`src/rtl/unified_mem_arbiter.sv`:
```
// Single-ported memory arbiter between instruction fetch and the load/store port.
// Data wins ties unless fetch has already waited STARVE_MAX consecutive data grants.
module unified_mem_arbiter #(
    parameter int ADDR_W     = 64,
    parameter int DATA_W     = 64,
    parameter int STARVE_MAX = 3
) (
    input  logic              clk,
    input  logic              reset,
    input  logic              i_req,
    input  logic [ADDR_W-1:0] i_addr,
    output logic              i_done,
    output logic [DATA_W-1:0] i_rdata,
    input  logic              d_req,
    input  logic              d_we,
    input  logic [ADDR_W-1:0] d_addr,
    input  logic [DATA_W-1:0] d_wdata,
    output logic              d_done,
    output logic [DATA_W-1:0] d_rdata,
    output logic              mem_req,
    output logic              mem_we,
    output logic [ADDR_W-1:0] mem_addr,
    output logic [DATA_W-1:0] mem_wdata,
    input  logic [DATA_W-1:0] mem_rdata,
    input  logic              mem_ack,
    output logic              if_stall,
    output logic              mem_stall,
    output logic [1:0]        state_dbg,
    output logic [3:0]        starve_cnt_dbg
);

    typedef enum logic [1:0] {
        IDLE   = 2'd0,
        BUSY_I = 2'd1,
        BUSY_D = 2'd2
    } state_t;

    localparam logic [3:0] STARVE_LIMIT = 4'(STARVE_MAX);

    state_t            state, state_nxt;
    logic [3:0]        starve_cnt, starve_cnt_nxt;
    logic              mem_req_nxt, mem_we_nxt;
    logic [ADDR_W-1:0] mem_addr_nxt;
    logic [DATA_W-1:0] mem_wdata_nxt;
    logic              i_done_nxt, d_done_nxt;
    logic [DATA_W-1:0] i_rdata_nxt, d_rdata_nxt;
    logic              grant_d, grant_i;

    // Handshake: a requester holds *_req (address/data stable) until its one-cycle *_done;
    // mem_req and all mem_* stay constant until the single-cycle mem_ack is sampled.
    assign grant_d = d_req & (~i_req | (starve_cnt != STARVE_LIMIT));
    assign grant_i = i_req & ~grant_d;

    assign if_stall       = i_req & ~i_done;
    assign mem_stall      = d_req & ~d_done;
    assign state_dbg      = state;
    assign starve_cnt_dbg = starve_cnt;

    always_comb begin
        state_nxt      = state;
        starve_cnt_nxt = starve_cnt;
        mem_req_nxt    = mem_req;
        mem_we_nxt     = mem_we;
        mem_addr_nxt   = mem_addr;
        mem_wdata_nxt  = mem_wdata;
        i_rdata_nxt    = i_rdata;
        d_rdata_nxt    = d_rdata;
        i_done_nxt     = 1'b0;
        d_done_nxt     = 1'b0;

        case (state)
            IDLE: begin
                // A stray mem_ack here is a protocol error and is simply ignored.
                if (!i_req) begin
                    starve_cnt_nxt = '0;
                end
                if (grant_d) begin
                    state_nxt     = BUSY_D;
                    mem_req_nxt   = 1'b1;
                    mem_we_nxt    = d_we;
                    mem_addr_nxt  = d_addr;
                    mem_wdata_nxt = d_wdata;
                    if (i_req && (starve_cnt != STARVE_LIMIT)) begin
                        starve_cnt_nxt = starve_cnt + 4'd1;
                    end
                end else if (grant_i) begin
                    state_nxt      = BUSY_I;
                    mem_req_nxt    = 1'b1;
                    mem_we_nxt     = 1'b0;
                    mem_addr_nxt   = i_addr;
                    mem_wdata_nxt  = '0;
                    starve_cnt_nxt = '0;
                end
            end
            BUSY_I: begin
                if (mem_ack) begin
                    state_nxt   = IDLE;
                    mem_req_nxt = 1'b0;
                    i_done_nxt  = 1'b1;
                    i_rdata_nxt = mem_rdata;
                end
            end
            BUSY_D: begin
                if (mem_ack) begin
                    state_nxt   = IDLE;
                    mem_req_nxt = 1'b0;
                    d_done_nxt  = 1'b1;
                    // Stores leave the last load result untouched.
                    if (!mem_we) begin
                        d_rdata_nxt = mem_rdata;
                    end
                end
            end
            default: begin
                state_nxt   = IDLE;
                mem_req_nxt = 1'b0;
            end
        endcase
    end

    always_ff @(posedge clk or negedge reset) begin
        if (!reset) begin
            state      <= IDLE;
            starve_cnt <= '0;
            mem_req    <= 1'b0;
            mem_we     <= 1'b0;
            mem_addr   <= '0;
            mem_wdata  <= '0;
            i_done     <= 1'b0;
            d_done     <= 1'b0;
            i_rdata    <= '0;
            d_rdata    <= '0;
        end else begin
            state      <= state_nxt;
            starve_cnt <= starve_cnt_nxt;
            mem_req    <= mem_req_nxt;
            mem_we     <= mem_we_nxt;
            mem_addr   <= mem_addr_nxt;
            mem_wdata  <= mem_wdata_nxt;
            i_done     <= i_done_nxt;
            d_done     <= d_done_nxt;
            i_rdata    <= i_rdata_nxt;
            d_rdata    <= d_rdata_nxt;
        end
    end

endmodule
```
`config.mk`:
```
export PLATFORM = sky130hd
export DESIGN_NAME = unified_mem_arbiter
export DESIGN_NICKNAME = d
export VERILOG_FILES = /design/src/rtl/unified_mem_arbiter.sv
export SDC_FILE = /design/constraint.sdc
export NUM_CORES = 1
export LEC_CHECK = 0
export CAP_MARGIN = 20
export CORE_AREA = 4 4 204 206
export CTS_BUF_LIST = sky130_fd_sc_hd__clkbuf_4 sky130_fd_sc_hd__clkbuf_8
export DETAILED_ROUTE_END_ITERATION = 10
export DIE_AREA = 0 0 208 210
export PLACE_DENSITY_LB_ADDON = 0.1
export SYNTH_ARGS = -nofsm -noshare
export SYNTH_HDL_FRONTEND = slang
export SYNTH_SLANG_ARGS = --single-unit
```
`constraint.sdc`:
```
create_clock -name clk -period 3.8 [get_ports clk]
set_input_delay 0.76 -clock clk [delete_from_list [all_inputs] [get_ports clk]]
set_output_delay 0.76 -clock clk [all_outputs]
set_load 0.02 [all_outputs]
```
==> results of run 1 <==
## path summary, 6_finish.rpt
check                      cells after the start  slack, ns           endpoint
min in group clk                               2       0.48      mem_wdata[22]
setup reg to reg                               5       1.72  starve_cnt_dbg[0]
setup / recovery                               3       0.66           if_stall
max in group asynchronous                      2       2.66        d_rdata[20]
hold / removal                                 1       0.19       mem_addr[26]
hold reg to reg                                2       0.48      mem_wdata[22]
## layer usage
| metal | routed length [microns] | vias up | global-route usage | share of wire |
|---|---|---|---|---|
| li1 | - | 4398 | - | - |
| met1 | 17200 | 4705 | 0.228 | 0.39 |
| met2 | 21700 | 330 | 0.329 | 0.50 |
| met3 | 3560 | 72 | 0.0735 | 0.082 |
| met4 | 1190 | 4 | 0.0614 | 0.027 |
| met5 | 21 | - | 0 | 0.00048 |
## per-stage QoR
step	utilization	instance area (sq um)	hold WS, ns
after floorplan	-	11200	0.464
after global placement	0.430	17100	0.461
after detailed placement	0.430	17100	0.468
after CTS	0.456	18100	0.190
after global routing	0.456	18100	0.224
final	0.456	18100	0.189
## cell usage after synthesis
| cell type | n |
|---|---|
| o32ai_1 | 1 |
| clkbuf_1 | 15 |
| nor2_1 | 3 |
| and2_1 | 2 |
| buf_6 | 12 |
| a22o_1 | 3 |
| mux2_2 | 128 |
| o211ai_2 | 50 |
| o21ai_1 | 1 |
| o21ai_0 | 67 |
| clkbuf_2 | 4 |
| nor2b_1 | 3 |
| buf_1 | 3 |
| nand2_1 | 262 |
| nand4_1 | 64 |
| and3_1 | 1 |
| nand3_1 | 1 |
| a21o_1 | 2 |
| buf_2 | 42 |
| nor3b_1 | 1 |
| o2bb2ai_1 | 1 |
| nand2b_1 | 2 |
| o31ai_1 | 1 |
| nand3b_1 | 1 |
| inv_1 | 4 |
| o21a_1 | 1 |
| nand4bb_1 | 1 |
| ha_1 | 4 |
| o211ai_1 | 14 |
| buf_4 | 3 |
| dfrtp_1 | 266 |
## cells by family (layout without fill, tap and decap cells)
logic type,Yosys count,after routing,synth area share
muxes,128,128,0.128
other,0,6,0
adders and majority gates,4,4,0.00445
buffers and inverters,83,637,0.0419
and+or+nand+nor,341,341,0.131
DFF,266,266,0.592
AOI/OAI and AO/OA,141,141,0.102
## state kept, by name, summed over array words and instances, names as in the netlist
register	flops
d_done	1
mem_req	1
i_done	1
i_rdata	64
d_rdata	64
mem_addr	64
mem_wdata	64
mem_we	1
state_dbg	2
starve_cnt_dbg	4
## critical path, stage by stage
cell and delay, ns:
clkdlybuf4s50_1 0.74, nor2b_1 0.22, clkdlybuf4s50_1 0.66
## power by group
group          total, W  internal (W)  switching, W
Clock           0.00287       0.00163       0.00124
Combinational   0.00835       0.00391       0.00444
Sequential      0.00494       0.00423      0.000711
## cell type report
type / instances / area, sq um
Multi-Input combinational cell: 614 / 4170
Clock buffer: 75 / 976
Tap cell: 525 / 657
Fill cell: 3786 / 21500
Clock inverter: 9 / 48.8
Inverter: 4 / 15.0
Timing Repair Buffer: 549 / 5560
Sequential cell: 266 / 6660
Antenna cell: 6 / 15.0
==> impl_results.md, run 1 <==
- Status: completed
- Die Ht: roughly 210 microns
- Fin cells: ~2.0k
- Bufs on Longest Clock Path: 3
- Cts bufs inserted: 49
- Clk_skew: 0.0229 ns
- GP Congestion: between 0.7 and 0.8
- Clk_lat worst skew: between 0.6 and 0.7 ns
- Most frequent cells in the layout: 527 x clkdlybuf4s50_1, 266 x dfrtp_1, 260 x nand2_1, 128 x mux2_2, 67 x o21ai_0
- Num ports: between 500 and 600
- Setup slack after layout: 0.657 ns
- CP Data Arrival Time: approximately 2.4 ns
- Achievable frequency: 318 MHz
- Total congestion overflow: 0
- Total track usage: 0.193
- Worst-path clk slew: around 0.050 ns
- Pre-CTS WS: slightly above 0.6 ns
- Fin crit share: 0.827
- Area grow syn2layout: 61.0%
- CP Class: in -> out
- Setup TNS: 0 ns
- Post-synth cell types: 31
- Peak supply drop: between 400 and 500 uV
- Initial antenna violation count: 8
- CTS Root Cell: clkbuf_8
- Share of post-route cells with drive strength above 1: 0.192
- Max_cap viols: 0
- Die Area: approximately 0.044 sq mm
- Crit. End Element: output port
- Vias per cell: about 4.6
- Sink Count: approximately 270
- Placed cells: between 1.5k and 2k
- Unrepaired setup endpoints after global routing: false
- Required @ worst endpoint: just over 3 ns
- Die Wd: about 210 microns
- Seq/Total Area, Yosys: 0.592
- Total Power: 0.0162 W
- Largest net degree at the start of global routing: roughly 110
- Setup Buffers After CTS: 0
- Max FO, Critical Path: 7
- CTS tree: yes
- Syn avg cell area: between 10 and 15 sq um
- Setup violators final: 0
- Cell area after synthesis: 0.0112 sq mm
- PD cells: between 800 and 900 mW/mm^2
- Measured slew at the worst slew-check pin: slightly below 0.9 ns
- Layout net count: between 1.5k and 2k
- Crit. Startpoint: i_req
- Top post-synthesis cells by area: dfrtp_1 59%, mux2_2 13%, nand2_1 8.7%
- Final ANT Viol Nets: 0
- Starting Density: 0.284
- Post-synth top area share: 0.592
- Final worst path period need: about 3.1 ns
- Buffers on Ports: approximately 530
- DRT Pass-1 Iters: 4
- Syn Nets: approximately 1.2k
- FF-to-FF Start: state_dbg[1]
- Crit path launch type: input pin
- Final Max Slew Viols: 0
- Most common cell after layout, fill and taps aside: clkdlybuf4s50_1
- H-tree depth: 2
- Cell taking the most area after synthesis: dfrtp_1
- Hold buffers post-CTS: 0
- Final wirelength: roughly 44000 microns
- DRT iter0 DRCs: around 450
- Via count: 9509
- WL/cell: ~21 microns
- DRC: 0
- Final HPWL DP: between 30000 and 40000 microns
- Mapped Cells: ~960
- Leakage: approximately 7.6 nW
- First-pass GRT wire length: 65900 microns
- Final Hold Viols: 0
- Core area: around 0.04 sq mm
- CTS resizes: 0
- HP Class: in -> async
- Vias in the first global route: around 10k
- Row cnt: 73
- Slew headroom: 0.422
- Yosys warns: 0
- Post-synthesis sequential element count: around 270
(Power assumes the default switching activity.)
==> run 2: changes to the inputs <==
--- a/config.mk
+++ b/config.mk
@@ -6,10 +6,10 @@
 export NUM_CORES = 1
 export LEC_CHECK = 0
 export CAP_MARGIN = 20
-export CORE_AREA = 4 4 204 206
+export CORE_AREA = 4 4 205 207
 export CTS_BUF_LIST = sky130_fd_sc_hd__clkbuf_4 sky130_fd_sc_hd__clkbuf_8
 export DETAILED_ROUTE_END_ITERATION = 10
-export DIE_AREA = 0 0 208 210
+export DIE_AREA = 0 0 209 211
 export PLACE_DENSITY_LB_ADDON = 0.1
 export SYNTH_ARGS = -nofsm -noshare
 export SYNTH_HDL_FRONTEND = slang
==> constraint.sdc (replaced) <==
create_clock -name clk -period 2.7 [get_ports clk]
set_input_delay 0.54 -clock clk [delete_from_list [all_inputs] [get_ports clk]]
set_output_delay 0.54 -clock clk [all_outputs]
set_load 0.02 [all_outputs]
==> run 2 against run 1 <==
Against the previous run: via count rose by 1.1%; non-clock buffer count rose by 6; global-route usage barely moved; final cell count rose by 1.1%; clock skew rose by 0.011 ns; utilization fell by 0.28 points; first-iteration DRC count fell by 11%; sequential share of layout area fell by 0.44 points; clock power rose by 46%; critical path type unchanged; highest routed layer unchanged.
==> impl_results.md, run 2 (synthesis results as in run 1) <==
- Status: completed
- Die Ht: 211 microns (+0.48%)
- Final wirelength: 43900 microns (+0.41%)
- CP Class: in -> out
- CTS Root Cell: clkbuf_8
- Required @ worst endpoint: 2.16 ns (-0.88 ns)
- Share of post-route cells with drive strength above 1: 0.199 (+0.00673)
- Worst-path clk slew: 0.05 ns (about the same)
- Via count: 9613 (+1.1%)
- Starting Density: 0.278 (-0.00511)
- Bufs on Longest Clock Path: 3 (unchanged)
- Most frequent cell on the critical path: clkdlybuf4s50_1
- Vias per cell: 4.64 (about the same)
- Clk_lat worst skew: 0.63 ns (+0.02 ns)
- Crit. End Element: output port
- First-pass GRT wire length: 66100 microns (+0.42%)
- Final Hold Viols: 0 (unchanged)
- Measured slew at the worst slew-check pin: 0.545 ns (-0.322 ns)
- Vias in the first global route: 10.5k (+3.5%)
- Core area: 0.0404 sq mm (+1.8%)
- DRT Pass-1 Iters: 4 (unchanged)
- Final worst path period need: approximately 2.5 ns
- Clk_skew: 0.0337 ns (+0.0107 ns)
- Hold Path Origin: d_wdata[54]
- PD cells: 1260 mW/mm^2 (+41%)
- DRC: 0 (unchanged)
- Final HPWL DP: 30700 microns (-0.24%)
- GP Congestion: 0.782 (-1.4%)
- Num ports: 530 (unchanged)
- Setup violators final: 0 (unchanged)
- Critical Path Slowest Stage Cell: clkdlybuf4s50_1
- Die Area: 0.0441 sq mm (+0.96%)
- Max_cap viols: 0 (unchanged)
- Fin cells: 2071 (+1.1%)
- Buffers on Ports: 529 (unchanged)
- Total track usage: 0.193 (-0.000296)
- Final Max Slew Viols: 0 (unchanged)
- FF-to-FF Start: state_dbg[0]
- Sink Count: 266 (unchanged)
- Total congestion overflow: 0 (unchanged)
- Largest net degree at the start of global routing: 72 (-31%)
- Slew headroom: 0.636 (+0.215)
- DRT iter0 DRCs: 398 (-11%)
- H-tree depth: 2 (unchanged)
- Die Wd: 209 microns (+0.48%)
- CTS resizes: 0 (unchanged)
- Setup TNS: 0 ns (unchanged)
- Area grow syn2layout: 62.9%
- Layout net count: 1759 (+0.51%)
- CP Data Arrival Time: 1.92 ns (-0.46 ns)
- Row cnt: 74 (+1.4%)
- Final ANT Viol Nets: 0 (unchanged)
- WL/cell: 21.2 microns (-0.70%)
- Cts bufs inserted: 52 (+6.1%)
- Most frequent cells in the layout: 527 x clkdlybuf4s50_1, 266 x dfrtp_1, 260 x nand2_1, 128 x mux2_2, 67 x o21ai_0
- Leakage: 7.73 nW (+1.2%)
- Achievable frequency: 406 MHz
- Unrepaired setup endpoints after global routing: false
- Placed cells: 1970 (+0.61%)
- Max FO, Critical Path: 2 (-5)
- Peak supply drop: 582 uV (+34%)
- HP Class: in -> reg
- Worst path cell trace: clkdlybuf4s50_1 -> nor2b_1 -> clkdlybuf4s50_1
- Crit path launch type: input pin
- Fin crit share: 0.912
- Slowest stage delay, CP: 0.64 ns (-0.10 ns)
- Crit. Startpoint: i_req
- Initial antenna violation count: 9 (+1)
- Most common cell after layout, fill and taps aside: clkdlybuf4s50_1
- CTS tree: yes
## run 2: cell types whose count changed in the layout (fill, tap and decap cells not counted), moves of 2 or more
| cell | delta |
|---|---|
| clkinv_2 | -5 |
| clkbuf_4 | +15 |
| buf_4 | -4 |
| clkbuf_8 | -4 |
| buf_12 | +9 |
| diode_2 | +2 |
## run 2: power by group
group          internal [W]  switching, W
combinational       0.00565       0.00629
sequential          0.00595       0.00102
clock               0.00240       0.00178
## run 2: worst paths after layout
path                                       to  slack (ns)  cells past startpoint
worst min register to register   mem_wdata[3]        0.48                      2
max in group asynchronous         mem_addr[4]        1.40                      3
worst max register to register    d_rdata[57]        0.84                      6
worst min-delay path            mem_wdata[54]        0.47                      3
worst max-delay path                 if_stall        0.24                      3
min in group asynchronous         d_rdata[26]        0.48                      2
## run 2: repair_timing
item | CTS | global route
buffers inserted | 0 | 0
hold buffers | 1 | 0
endpoints found under the hold margin | 55 | 0
## run 2: layout make-up
class                           count  area (sq um)
Fill cell                        3888         22100
Sequential cell                   266          6660
Timing Repair Buffer              555          5720
Multi-Input combinational cell    614          4160
Clock buffer                       86          1030
Tap cell                          532           666
Clock inverter                      6          42.5
Antenna cell                        8          20.0
Inverter                            4          15.0
## run 2: through the flow
stage / hold WS (ns) / setup slack [ns] / instance area (sq um) / total power [W] / utilization
3_3_place_gp: 0.461 / 0.184 / 17200 / 0.0191 / 0.426
2_1_floorplan: 0.244 / 0.649 / 11200 / 0.0130 / -
3_5_place_dp: 0.469 / 0.202 / 17200 / 0.0192 / 0.426
4_1_cts: 0.394 / 0.181 / 18300 / 0.0235 / 0.453
5_1_grt: 0.431 / 0.144 / 18300 / 0.0245 / 0.454
6_report: 0.470 / 0.239 / 18300 / 0.0231 / 0.454
## run 2: critical path: cells and delay by family
kind                   cells  cell delay (ns)
AND/OR/NAND/NOR            1             0.22
buffers and inverters      2             1.16
## run 2: per-layer routing
layer / part of all wire / global-route usage
met5: 0.00032 / 0
met4: 0.036 / 0.0911
met3: 0.075 / 0.0610
met2: 0.49 / 0.318
met1: 0.39 / 0.232
